<file path="src/rtl/uart_tx_mmio.sv">
// Memory-mapped UART transmitter: 4-word register window, small TX FIFO, 8N1 shifter.
// Define UART_TX_PARITY_EN to add an even-parity bit (8E1 framing).
module uart_tx_mmio #(
   parameter int CLKS_PER_BIT = 868,
   parameter int FIFO_DEPTH   = 4
) (
   input  logic        clk,
   input  logic        rst,
   input  logic        we,
   input  logic [1:0]  a,
   input  logic [31:0] wd,
   output logic [31:0] rd,
   output logic        tx,
   output logic        irq
);

   localparam int AW = (FIFO_DEPTH > 1) ? $clog2(FIFO_DEPTH) : 1;
   localparam int CW = AW + 1;
   localparam int TW = (CLKS_PER_BIT > 1) ? $clog2(CLKS_PER_BIT) : 1;
   localparam logic [TW-1:0] TICK_MAX = TW'(CLKS_PER_BIT - 1);
   localparam logic [CW-1:0] FULL_CNT = CW'(FIFO_DEPTH);

   localparam logic [1:0] A_TXDATA  = 2'd0;
   localparam logic [1:0] A_STATUS  = 2'd1;
   localparam logic [1:0] A_CTRL    = 2'd2;
   localparam logic [1:0] A_SENTCNT = 2'd3;

   typedef enum logic [2:0] {
      S_IDLE   = 3'd0,
      S_START  = 3'd1,
      S_DATA   = 3'd2,
`ifdef UART_TX_PARITY_EN
      S_PARITY = 3'd3,
`endif
      S_STOP   = 3'd4
   } state_t;

   state_t           state, state_n;
   logic [TW-1:0]    tick, tick_n;
   logic [2:0]       bit_idx, bit_n;
   logic [7:0]       frame_byte, frame_n;
   logic             bit_end;
   logic             frame_done;
   logic             pop;

   logic [7:0]       mem [FIFO_DEPTH];
   logic [AW-1:0]    wr_ptr, rd_ptr;
   logic [CW-1:0]    count;
   logic             full, empty, push;
   logic             enable, overflow;
   logic [31:0]      sentcnt;
   logic [7:0]       last_byte;
   logic             wr_txdata, wr_status, wr_ctrl, wr_sentcnt;
   logic [2:0]       count_rd;
   logic             unused_wd;

   // Bus writes are single-cycle: a write is taken on every edge where we=1,
   // there is no ready/backpressure, and a TXDATA write into a full FIFO is dropped.
   assign wr_txdata  = we && (a == A_TXDATA);
   assign wr_status  = we && (a == A_STATUS);
   assign wr_ctrl    = we && (a == A_CTRL);
   assign wr_sentcnt = we && (a == A_SENTCNT);

   assign full  = (count == FULL_CNT);
   assign empty = (count == '0);
   // A pop in the same cycle frees the slot, so a push into a full FIFO still lands.
   assign push  = wr_txdata && (!full || pop);

   assign irq      = empty && (state == S_IDLE);
   assign count_rd = 3'(count);
   assign unused_wd = ^wd[31:8];

   always_ff @(posedge clk) begin
      if (push) begin
         mem[wr_ptr] <= wd[7:0];
      end
   end

   always_ff @(posedge clk) begin
      if (rst) begin
         wr_ptr    <= '0;
         rd_ptr    <= '0;
         count     <= '0;
         enable    <= 1'b0;
         overflow  <= 1'b0;
         sentcnt   <= '0;
         last_byte <= '0;
      end else begin
         if (push) begin
            wr_ptr    <= wr_ptr + 1'b1;
            last_byte <= wd[7:0];
         end
         if (pop) begin
            rd_ptr <= rd_ptr + 1'b1;
         end
         case ({push, pop})
            2'b10:   count <= count + 1'b1;
            2'b01:   count <= count - 1'b1;
            default: count <= count;
         endcase
         if (wr_ctrl) begin
            enable <= wd[0];
         end
         if (wr_status) begin
            overflow <= 1'b0;
         end else if (wr_txdata && full && !pop) begin
            overflow <= 1'b1;
         end
         // A clear-write beats a same-cycle frame completion.
         if (wr_sentcnt) begin
            sentcnt <= '0;
         end else if (frame_done) begin
            sentcnt <= sentcnt + 32'd1;
         end
      end
   end

   always_ff @(posedge clk) begin
      if (rst) begin
         state      <= S_IDLE;
         tick       <= '0;
         bit_idx    <= '0;
         frame_byte <= '0;
      end else begin
         state      <= state_n;
         tick       <= tick_n;
         bit_idx    <= bit_n;
         frame_byte <= frame_n;
      end
   end

   assign bit_end = (tick == TICK_MAX);

   always_comb begin
      state_n    = state;
      tick_n     = tick;
      bit_n      = bit_idx;
      frame_n    = frame_byte;
      tx         = 1'b1;
      pop        = 1'b0;
      frame_done = 1'b0;
      case (state)
         S_IDLE: begin
            if (enable && !empty) begin
               pop     = 1'b1;
               frame_n = mem[rd_ptr];
               tick_n  = '0;
               state_n = S_START;
            end
         end
         S_START: begin
            tx = 1'b0;
            if (bit_end) begin
               tick_n  = '0;
               bit_n   = '0;
               state_n = S_DATA;
            end else begin
               tick_n = tick + 1'b1;
            end
         end
         S_DATA: begin
            tx = frame_byte[bit_idx];
            if (bit_end) begin
               tick_n = '0;
               if (bit_idx == 3'd7) begin
`ifdef UART_TX_PARITY_EN
                  state_n = S_PARITY;
`else
                  state_n = S_STOP;
`endif
               end else begin
                  bit_n = bit_idx + 3'd1;
               end
            end else begin
               tick_n = tick + 1'b1;
            end
         end
`ifdef UART_TX_PARITY_EN
         S_PARITY: begin
            tx = ^frame_byte;
            if (bit_end) begin
               tick_n  = '0;
               state_n = S_STOP;
            end else begin
               tick_n = tick + 1'b1;
            end
         end
`endif
         S_STOP: begin
            tx = 1'b1;
            if (bit_end) begin
               tick_n     = '0;
               frame_done = 1'b1;
               state_n    = S_IDLE;
            end else begin
               tick_n = tick + 1'b1;
            end
         end
         default: begin
            state_n = S_IDLE;
            tick_n  = '0;
         end
      endcase
   end

   always_comb begin
      rd = '0;
      case (a)
         A_TXDATA:  rd = {24'b0, last_byte};
         A_STATUS:  rd = {25'b0, overflow, count_rd, empty, full, (state != S_IDLE)};
         A_CTRL:    rd = {31'b0, enable};
         A_SENTCNT: rd = sentcnt;
         default:   rd = '0;
      endcase
   end

endmodule

</file>
<file path="config.mk">
export PLATFORM = sky130hd
export DESIGN_NAME = uart_tx_mmio
export DESIGN_NICKNAME = d
export VERILOG_FILES = /design/src/rtl/uart_tx_mmio.sv
export SDC_FILE = /design/constraint.sdc
export NUM_CORES = 1
export LEC_CHECK = 0
export CAP_MARGIN = 20
export CORE_MARGIN = 2
export CORE_UTILIZATION = 38
export DETAILED_ROUTE_END_ITERATION = 7
export GPL_TIMING_DRIVEN = 0
export PLACE_DENSITY = 0.66
export RECOVER_POWER = 50
export SYNTH_ARGS = -nofsm -noshare
export SYNTH_HDL_FRONTEND = slang
export SYNTH_SLANG_ARGS = --single-unit
export TNS_END_PERCENT = 20
</file>
<file path="constraint.sdc">
create_clock -name clk -period 2.6 [get_ports clk]
set_input_delay 0.39 -clock clk [delete_from_list [all_inputs] [get_ports clk]]
set_output_delay 0.39 -clock clk [all_outputs]
set_load 0.02 [all_outputs]
</file>
==> flow_summary.ini, run 1 <==
[outcome]
status = complete, no violations

[hold_path]
hold-path-cell-count = 2
worstHoldStart = frame_byte[0]
min_to = frame_byte[0]
hold_class = reg2reg

[global_route]
grt_pass1_vias = 4290
grt-ovfl-total = 0
grt_antenna_before_repair = 0
grt_max_degree = 22
grt_usage_pct = 18.9
grt_first_pass_wirelength_um = 22300

[routing]
num_vias = 4689
drtIter0Drc = 499
highest_layer = met4
wl_met3_um = 720
wl_per_cell_um = 17.2
routed_via_density = 5.80
ant_nets = 0
met2_length_um = 6430
wl_met1_um = 6620
drcViolationCount = 0
firstDrtPassIters = 5
routed_wl_um = 13900

[logic_synthesis]
syn_nets = 612
synth_seq_cells = 105
synthCells = 566
syn_avg_cell_area_sq_um = 9.57
ys_warn_count = 0
synth-seq-area-share_pct = 44.7
synthTopCellsByArea = dfxtp_1 (27%), edfxtp_1 (18%), nand2_1 (5.3%)
synthArstFlopShare_pct = 0
netlist.area_leader.share_pct = 27.0
synth_edf_count = 32
yosys.area.top_type = dfxtp_1
syn-cell-area_sq_mm = 0.00542
synthFlopType = dfxtp_1
synthDistinctLibCells = 64

[sta]
finalCritPeriodShare_pct = 99.3
fmax_mhz = 387
period_needed_ns = 2.58
worst_pin_slew_ns = 0.894
setup_viol = 0
max-slew-margin-rel_pct = 40.4
rsz0062_at_grt = yes
finalClockSkew_ns = 0.00840
finalHoldViolations = 0
slew_viol_final = 0

[placed_design]
place_congestion = 0.876
numPortBuffers = 46
dp_hpwl_um = 10200

[clock_network]
cts_tree = yes
cts.htree.levels = 3
insertion_delay_ns = 0.35
cts_root_buf = clkbuf_16
clkTransAtPathRegs_ns = 0.08
cts_buffers = 9
hold_buffers = 0
clock_sinks = 105
clk_path_buf_depth = 2

[setup_path]
cp-start-kind = primary input
worstReg2RegStart = tick[2]
worstPathArrival_ns = 2.19
reg2reg_setup_slack_ns = 0.17
worstRegToRegCells = 6
critPathKind = in2out
r2r-end = sentcnt[30]
crit_fanout = 10
required_ns = 2.21
end_kind = primary output

[finish]
utilization_pct = 46.6
areaGrowthSynthToFinish_pct = 19.4
multi_input_area_sq_mm = 0.00275
nNetsFinal = 669
register_area_sq_mm = 0.00242
fill_cells = 1323
n_antenna_cell = 0
drive_above_1_share_pct = 10.8

[power_and_ir_drop]
power_mw = 3.26
ir_drop_mv = 0.362
power.density_mw_per_mm2 = 505
p_leak_nw = 2.58

[floorplanning]
start_util_pct = 39.0
die-area_sq_mm = 0.0152
core_area_sq_mm = 0.0139
fp-row-count = 43
ios = 71
die_y_um = 123
die_x_um = 123

[flow_run]
maxCapViolations = 0
-- repair_timing --
item / 4_1_cts / 5_1_grt
endpoints found under the hold margin: 0 / 0
setup buffers: 0 / 1
gates resized for setup: 25 / 31
endpoints found under the setup margin: 66 / 33
pin swaps: 1 / 1
-- synthesized netlist by cell type (2+ instances only) --
cell type  instances
o211ai_1           2
edfxtp_1          32
and3_1            30
o2111ai_1          4
mux2i_1           20
a211oi_1           4
or4_1             13
nor4_1            15
nand4_1           15
xor2_1             7
or3b_2             2
nor2_1            13
o31a_1             3
o21ai_0           16
nand2b_1           9
and2_1            13
nor4b_1            2
nand4b_1           2
xnor2_1            5
o31ai_1           12
o21a_1             3
ha_1               8
buf_2             16
nor3b_2            2
and4_1             5
a21oi_1           41
a221oi_1           2
nand3b_1           2
nand3_1           19
mux4_2            11
buf_1              2
nand2_1           77
nor3b_1            2
a31oi_1            4
dfxtp_1           73
inv_1             12
clkbuf_1          25
nor3_1            14
o311ai_0           2
or3_1              3
-- sequential cells by signal, indices dropped and copies added, names as in the netlist --
register,cells
wr_ptr,2
frame_byte,8
rd_ptr,2
tick,10
sentcnt,32
state,3
enable,1
last_byte,8
count,3
mem,32
bit_idx,3
overflow,1
-- power breakdown --
group	internal (mW)	switching (mW)	leakage [nW]	total, mW
Clock	0.684	0.676	0.148	1.36
Sequential	1.70	0.00833	0.878	1.71
Combinational	0.0697	0.127	1.55	0.196
Total	2.45	0.810	2.58	3.26
-- worst max path at each step --
stage,startpoint,depth (start not counted),end,slack (ns)
floorplan,state[0],9,count[2],0.13
global placement,a[0],6,rd[5],-0.59
detailed placement,a[0],6,rd[6],-0.63
CTS,state[1],5,tx,-0.003
global route,a[1],5,rd[19],-0.02
finish,a[1],5,rd[19],0.02
-- critical path: stages --
cell	delay (ns)
clkdlybuf4s50_1	0.56
clkbuf_4	0.25
buf_2	0.22
and3_1	0.17
clkdlybuf4s50_1	0.60
-- metal layers --
| layer | track usage, % | up-vias |
|---|---|---|
| met2 | 29.6 | 160 |
| met3 | 3.51 | 15 |
| met1 | 26.9 | 2275 |
| met5 | 0 | - |
| li1 | - | 2239 |
| met4 | 4.83 | 0 |
-- cell type report --
| class | count | share of cell area (%) |
|---|---|---|
| multi-input combinational | 404 | 42.6 |
| sequential | 105 | 37.4 |
| timing repair buffer | 47 | 7.83 |
| clock buffer | 9 | 3.48 |
| tap | 180 | 3.48 |
| buffer | 44 | 3.29 |
| clock inverter | 7 | 1.22 |
| inverter | 12 | 0.696 |
-- cells by family (layout without fill, tap and decap cells) --
logic type | count (synthesis) | after routing | synth area share, %
AO/OA/AOI/OAI | 105 | 105 | 12.5
XOR/XNOR | 12 | 12 | 1.94
adder cells (fa/ha/maj) | 9 | 9 | 2.22
buffers and inverters | 57 | 119 | 4.48
flip-flops | 105 | 105 | 44.7
multiplexers | 31 | 31 | 8.27
AND/OR/NAND/NOR | 247 | 247 | 25.9
-- stage by stage --
stage / hold WS [ns] / area, sq um / setup WS [ns] / std cells / setup TNS (ns)
global placement: 0.446 / 6100 / -0.587 / 792 / -22.17
finish: 0.456 / 6470 / 0.0175 / 808 / 0
detailed placement: 0.447 / 6100 / -0.627 / 792 / -26.32
CTS: 0.459 / 6440 / -0.00254 / 808 / -0.00254
global route: 0.488 / 6470 / -0.0236 / 808 / -0.0746
floorplan: 0.433 / 5420 / 0.132 / 566 / 0
-- placed cells by master, fill, tap and decap left out, drive strengths merged, types with 5 or more instances in the layout --
| cell type | n |
|---|---|
| nand2 | 77 |
| dfxtp | 73 |
| a21oi | 41 |
| clkbuf | 38 |
| edfxtp | 32 |
| and3 | 30 |
| dlymetal6s2s | 21 |
| mux2i | 20 |
| nand3 | 20 |
| buf | 17 |
| o21ai | 16 |
| nor4 | 16 |
| nand4 | 16 |
| nor3 | 16 |
| inv | 15 |
| and2 | 13 |
| or4 | 13 |
| nor2 | 13 |
| o31ai | 13 |
| mux4 | 11 |
| nand2b | 9 |
| dlygate4sd3 | 9 |
| ha | 8 |
| clkdlybuf4s50 | 8 |
| xor2 | 7 |
| dlygate4sd2 | 7 |
| and4 | 6 |
| xnor2 | 5 |
No activity file was read; power rests on OpenSTA's default activity.
==> run 2: changes to the inputs <==
--- a/config.mk
+++ b/config.mk
@@ -8,6 +8,8 @@
 export CAP_MARGIN = 20
 export CORE_MARGIN = 2
 export CORE_UTILIZATION = 38
+export CTS_BUF_LIST = sky130_fd_sc_hd__clkbuf_8
+export CTS_CLUSTER_DIAMETER = 60
 export DETAILED_ROUTE_END_ITERATION = 7
 export GPL_TIMING_DRIVEN = 0
 export PLACE_DENSITY = 0.66
==> run 2 against run 1 <==
Effect of this change: die area did not move; routed wire length fell by 0.29%; utilization fell by 0.73 points; critical path depth did not move; register-to-register slack got worse by 0.07 ns; highest routed layer unchanged; count of clock-buffer cells in the layout did not move; fmax barely moved; setup slack improved by 0.00070 ns; largest power group unchanged; sequential cell count did not move; combinational power barely moved; largest cell class unchanged; clock power fell by 25%; via count fell by 1.3%.
==> flow_summary.ini, run 2 (synthesis gave the netlist of run 1 again) <==
[setup_path]
required_ns = 2.21
worstPathArrival_ns = 2.19
crit_fanout = 10
critPathKind = in2out
end_kind = primary output
cp-start-kind = primary input

[global_route]
grt_antenna_before_repair = 0
grt_max_degree = 22
grt-ovfl-total = 0
grt_first_pass_wirelength_um = 22300
grt_usage_pct = 18.8
grt_pass1_vias = 4280

[placed_design]
place_area_sq_mm = 0.00610
dp_hpwl_um = 10200
place_ws_ns = -0.627
place_congestion = 0.876
numPortBuffers = 46

[routing]
routed_via_density = 5.73
met2_length_um = 6360
firstDrtPassIters = 4
num_vias = 4626
wl_per_cell_um = 17.2
highest_layer = met4
wl_met3_um = 653
ant_nets = 0
drtIter0Drc = 476
drcViolationCount = 0
routed_wl_um = 13900
wl_met1_um = 6770

[sta]
period_needed_ns = 2.58
finalHoldViolations = 0
tns_ns = 0
fmax_mhz = 387
setup_viol = 0
finalClockSkew_ns = 0.00808
layout_setup_ws_ns = 0.0182
worst_pin_slew_ns = 0.898
max-slew-margin-rel_pct = 40.2
finalCritPeriodShare_pct = 99.3
slew_viol_final = 0
rsz0062_at_grt = yes

[outcome]
status = complete, no violations

[clock_network]
cts_tree = yes
hold_buffers = 0
clock_sinks = 105
clk_path_buf_depth = 2
insertion_delay_ns = 0.38
cts_buffers = 9
cts_root_buf = clkbuf_8
clkTransAtPathRegs_ns = 0.11
cts.htree.levels = 3

[power_and_ir_drop]
power.density_mw_per_mm2 = 460
ir_drop_mv = 0.310
p_leak_nw = 2.57

[finish]
areaGrowthSynthToFinish_pct = 17.5
nNetsFinal = 669
largest_registers = mem: 32 flops, sentcnt: 32 flops, tick: 10 flops
most-common-layout-cells = nand2_1 (77), dfxtp_1 (73), a21oi_1 (41)
fill_cells = 1334
drive_above_1_share_pct = 10.8
design_area_sq_mm = 0.00637
n_antenna_cell = 0
layout_commonest_cell = nand2_1

[floorplanning]
die_x_um = 123
die_y_um = 123
ios = 71
core_area_sq_mm = 0.0139
fp-row-count = 43
die-area_sq_mm = 0.0152
start_util_pct = 39.0

[flow_run]
maxCapViolations = 0

[hold_path]
hold_class = reg2reg
-- run 2: cell types whose count changed in the layout (fill, tap and decap cells not counted), sizes merged --
cell           previous run  this run
dlymetal6s2s             21        22
clkdlybuf4s50             8         6
clkbuf                   38        37
buf                      17        18
dlygate4sd2               7         8
-- run 2: routing by layer --
layer / track usage [%] / up-vias
met3: 3.46 / 9
li1: - / 2241
met5: 0 / -
met4: 4.19 / 0
met2: 29.6 / 147
met1: 27.0 / 2229
-- run 2: report_power, final --
group          switching, mW  internal (mW)  leakage, nW
logic                  0.127         0.0693         1.59
registers            0.00828           1.70        0.878
clock network          0.641          0.382        0.102
-- run 2: area by class of cell --
class | instances | area (sq um) | area share [%]
buffer | 44 | 213 | 3.34
clock buffer | 9 | 124 | 1.95
clock inverter | 7 | 78.8 | 1.24
inverter | 12 | 45.0 | 0.707
multi-input combinational | 404 | 2750 | 43.2
sequential | 105 | 2420 | 38.0
tap | 180 | 225 | 3.54
timing repair buffer | 47 | 508 | 7.98
-- run 2: through the flow --
step / instances / util [%] / total power [mW] / hold slack, ns
final: 808 / 45.9 / 2.93 / 0.463
after floorplan: 566 / - / 1.86 / 0.433
after detailed placement: 792 / 44.0 / 1.94 / 0.447
after global routing: 808 / 45.9 / 3.05 / 0.493
after global placement: 792 / 44.0 / 1.94 / 0.446
after CTS: 808 / 45.7 / 2.95 / 0.464
-- run 2: critical path, stage by stage --
cell and delay, ns:
clkdlybuf4s50_1 0.56, clkbuf_4 0.25, buf_2 0.23, and3_1 0.17, clkdlybuf4s50_1 0.60
-- run 2: final timing paths --
kind | to | from | slack, ns | cells after the start
worst max-delay path | rd[14] | a[1] | 0.02 | 5
worst min-delay path | frame_byte[0] | frame_byte[0] | 0.46 | 2
worst max register to register | count[2] | state[0] | 0.10 | 9
worst min register to register | frame_byte[0] | frame_byte[0] | 0.46 | 2
-- run 2: repair_timing --
action / CTS / global route
setup endpoints to repair: 67 / 33
resized for setup: 28 / 30
pin swaps: 1 / 2
setup buffers: 0 / 1
==> run 3: changes to the inputs <==
--- a/config.mk
+++ b/config.mk
@@ -12,7 +12,7 @@
 export CTS_CLUSTER_DIAMETER = 60
 export DETAILED_ROUTE_END_ITERATION = 7
 export GPL_TIMING_DRIVEN = 0
-export PLACE_DENSITY = 0.66
+export PLACE_DENSITY = 0.64
 export RECOVER_POWER = 50
 export SYNTH_ARGS = -nofsm -noshare
 export SYNTH_HDL_FRONTEND = slang
==> constraint.sdc (replaced) <==
create_clock -name clk -period 3.19 [get_ports clk]
set_input_delay 0.4785 -clock clk [delete_from_list [all_inputs] [get_ports clk]]
set_output_delay 0.4785 -clock clk [all_outputs]
set_load 0.02 [all_outputs]
==> run 3 against run 2 <==
Effect of this change: setup slack improved by 0.080 ns; final cell count unchanged; utilization decreased by 0.58 points; largest power group unchanged.
==> flow_summary.ini, run 3 (synthesis gave the netlist of run 1 again) <==
[finish]
fill_cells = 1344
areaGrowthSynthToFinish_pct = 16.0
most-common-layout-cells = nand2_1 (77), dfxtp_1 (73), a21oi_1 (41)
layout_commonest_cell = nand2_1
nNetsFinal = 669
n_antenna_cell = 0
drive_above_1_share_pct = 8.28
design_area_sq_mm = 0.00629
final_cells = 808
largest_registers = mem: 32 flops, sentcnt: 32 flops, tick: 10 flops
utilization_pct = 45.3

[placed_design]
dp_hpwl_um = 10200
place_area_sq_mm = 0.00610
dp_cells = 792
numPortBuffers = 46
place_ws_ns = -0.134
place_congestion = 0.846

[setup_path]
worstReg2RegStart = state[0]
critPathLaunch = a[0]
worstPathArrival_ns = 2.61
end_kind = primary output
crit_fanout = 10
cp-start-kind = primary input
required_ns = 2.71
reg2reg_setup_slack_ns = 0.23
critPathKind = in2out

[power_and_ir_drop]
power_mw = 2.40
p_leak_nw = 2.10
power.density_mw_per_mm2 = 381
ir_drop_mv = 0.261

[floorplanning]
start_util_pct = 39.0
die_y_um = 123
die-area_sq_mm = 0.0152
core_area_sq_mm = 0.0139
fp-row-count = 43
die_x_um = 123
ios = 71

[clock_network]
cts_tree = yes
hold_buffers = 0
clkTransAtPathRegs_ns = 0.11
postCtsSetupBuffers = 0
cts_root_buf = clkbuf_8
cts.htree.levels = 3
insertion_delay_ns = 0.39
clock_sinks = 105
clk_path_buf_depth = 2
cts_buffers = 9

[routing]
routed_wl_um = 13800
wl_per_cell_um = 17.1
num_vias = 4617
drcViolationCount = 0
firstDrtPassIters = 5
ant_nets = 0
routed_via_density = 5.71
drtIter0Drc = 353

[sta]
finalClockSkew_ns = 0.0117
finalCritPeriodShare_pct = 96.9
layout_setup_ws_ns = 0.0982
rsz0062_at_grt = no
finalHoldViolations = 0
tns_ns = 0
hold_ws_ns = 0.461
fmax_mhz = 323
max-slew-margin-rel_pct = 41.3
slew_viol_final = 0
setup_viol = 0
period_needed_ns = 3.09
worst_pin_slew_ns = 0.874

[global_route]
grt-ovfl-total = 0
grt_antenna_before_repair = 0
grt_first_pass_wirelength_um = 22000
grt_usage_pct = 18.6
grt_pass1_vias = 4281
grt_max_degree = 23

[hold_path]
hold_class = reg2reg
worstHoldStart = frame_byte[0]

[outcome]
status = complete, no violations

[flow_run]
maxCapViolations = 0
## run 3: cell count changes in the layout (fill, tap and decap cells not counted), sizes merged
cell,change
dlymetal6s2s,-22
clkdlybuf4s50,+30
buf,-7
clkbuf,+6
dlygate4sd2,-8
dlygate4sd3,+1
## run 3: worst max-delay path: stages
cell and delay (ns):
clkdlybuf4s50_1 0.50, buf_2 0.24, buf_2 0.31, mux2i_1 0.12, o21ai_0 0.29, clkdlybuf4s50_1 0.67
## run 3: power by group
| part | internal [mW] | switching, mW |
|---|---|---|
| Clock | 0.316 | 0.529 |
| Sequential | 1.39 | 0.00654 |
| Combinational | 0.0555 | 0.105 |
| Total | 1.76 | 0.640 |
## run 3: metal layers
layer	global-route usage, %	vias up	part of all wire (%)	routed length (um)
met3	4.34	14	4.7	652
met4	5.04	0	1.3	180
met1	25.4	2262	48	6620
li1	-	2227	-	-
met5	0	-	0	0
met2	29.6	114	46	6340
## run 3: worst paths after layout
path / to / cells after the start
setup / recovery: rd[1] / 6
hold / removal: frame_byte[0] / 2
setup reg to reg: count[2] / 9
hold reg to reg: frame_byte[0] / 2
## run 3: cell type report
type | count | area (sq um) | area share [%]
inverters | 12 | 45.0 | 0.716
well taps | 180 | 225 | 3.58
clock buffers | 9 | 124 | 1.97
repair buffers | 46 | 460 | 7.32
multi-input cells | 404 | 2730 | 43.5
clock inverters | 7 | 86.3 | 1.37
plain buffers | 45 | 191 | 3.04
flip-flops and latches | 105 | 2420 | 38.5
## run 3: what timing repair did
| action | CTS | global route |
|---|---|---|
| endpoints found under the hold margin | 0 | 0 |
| endpoints found under the setup margin | 5 | 11 |
| gates resized for setup | 1 | 2 |
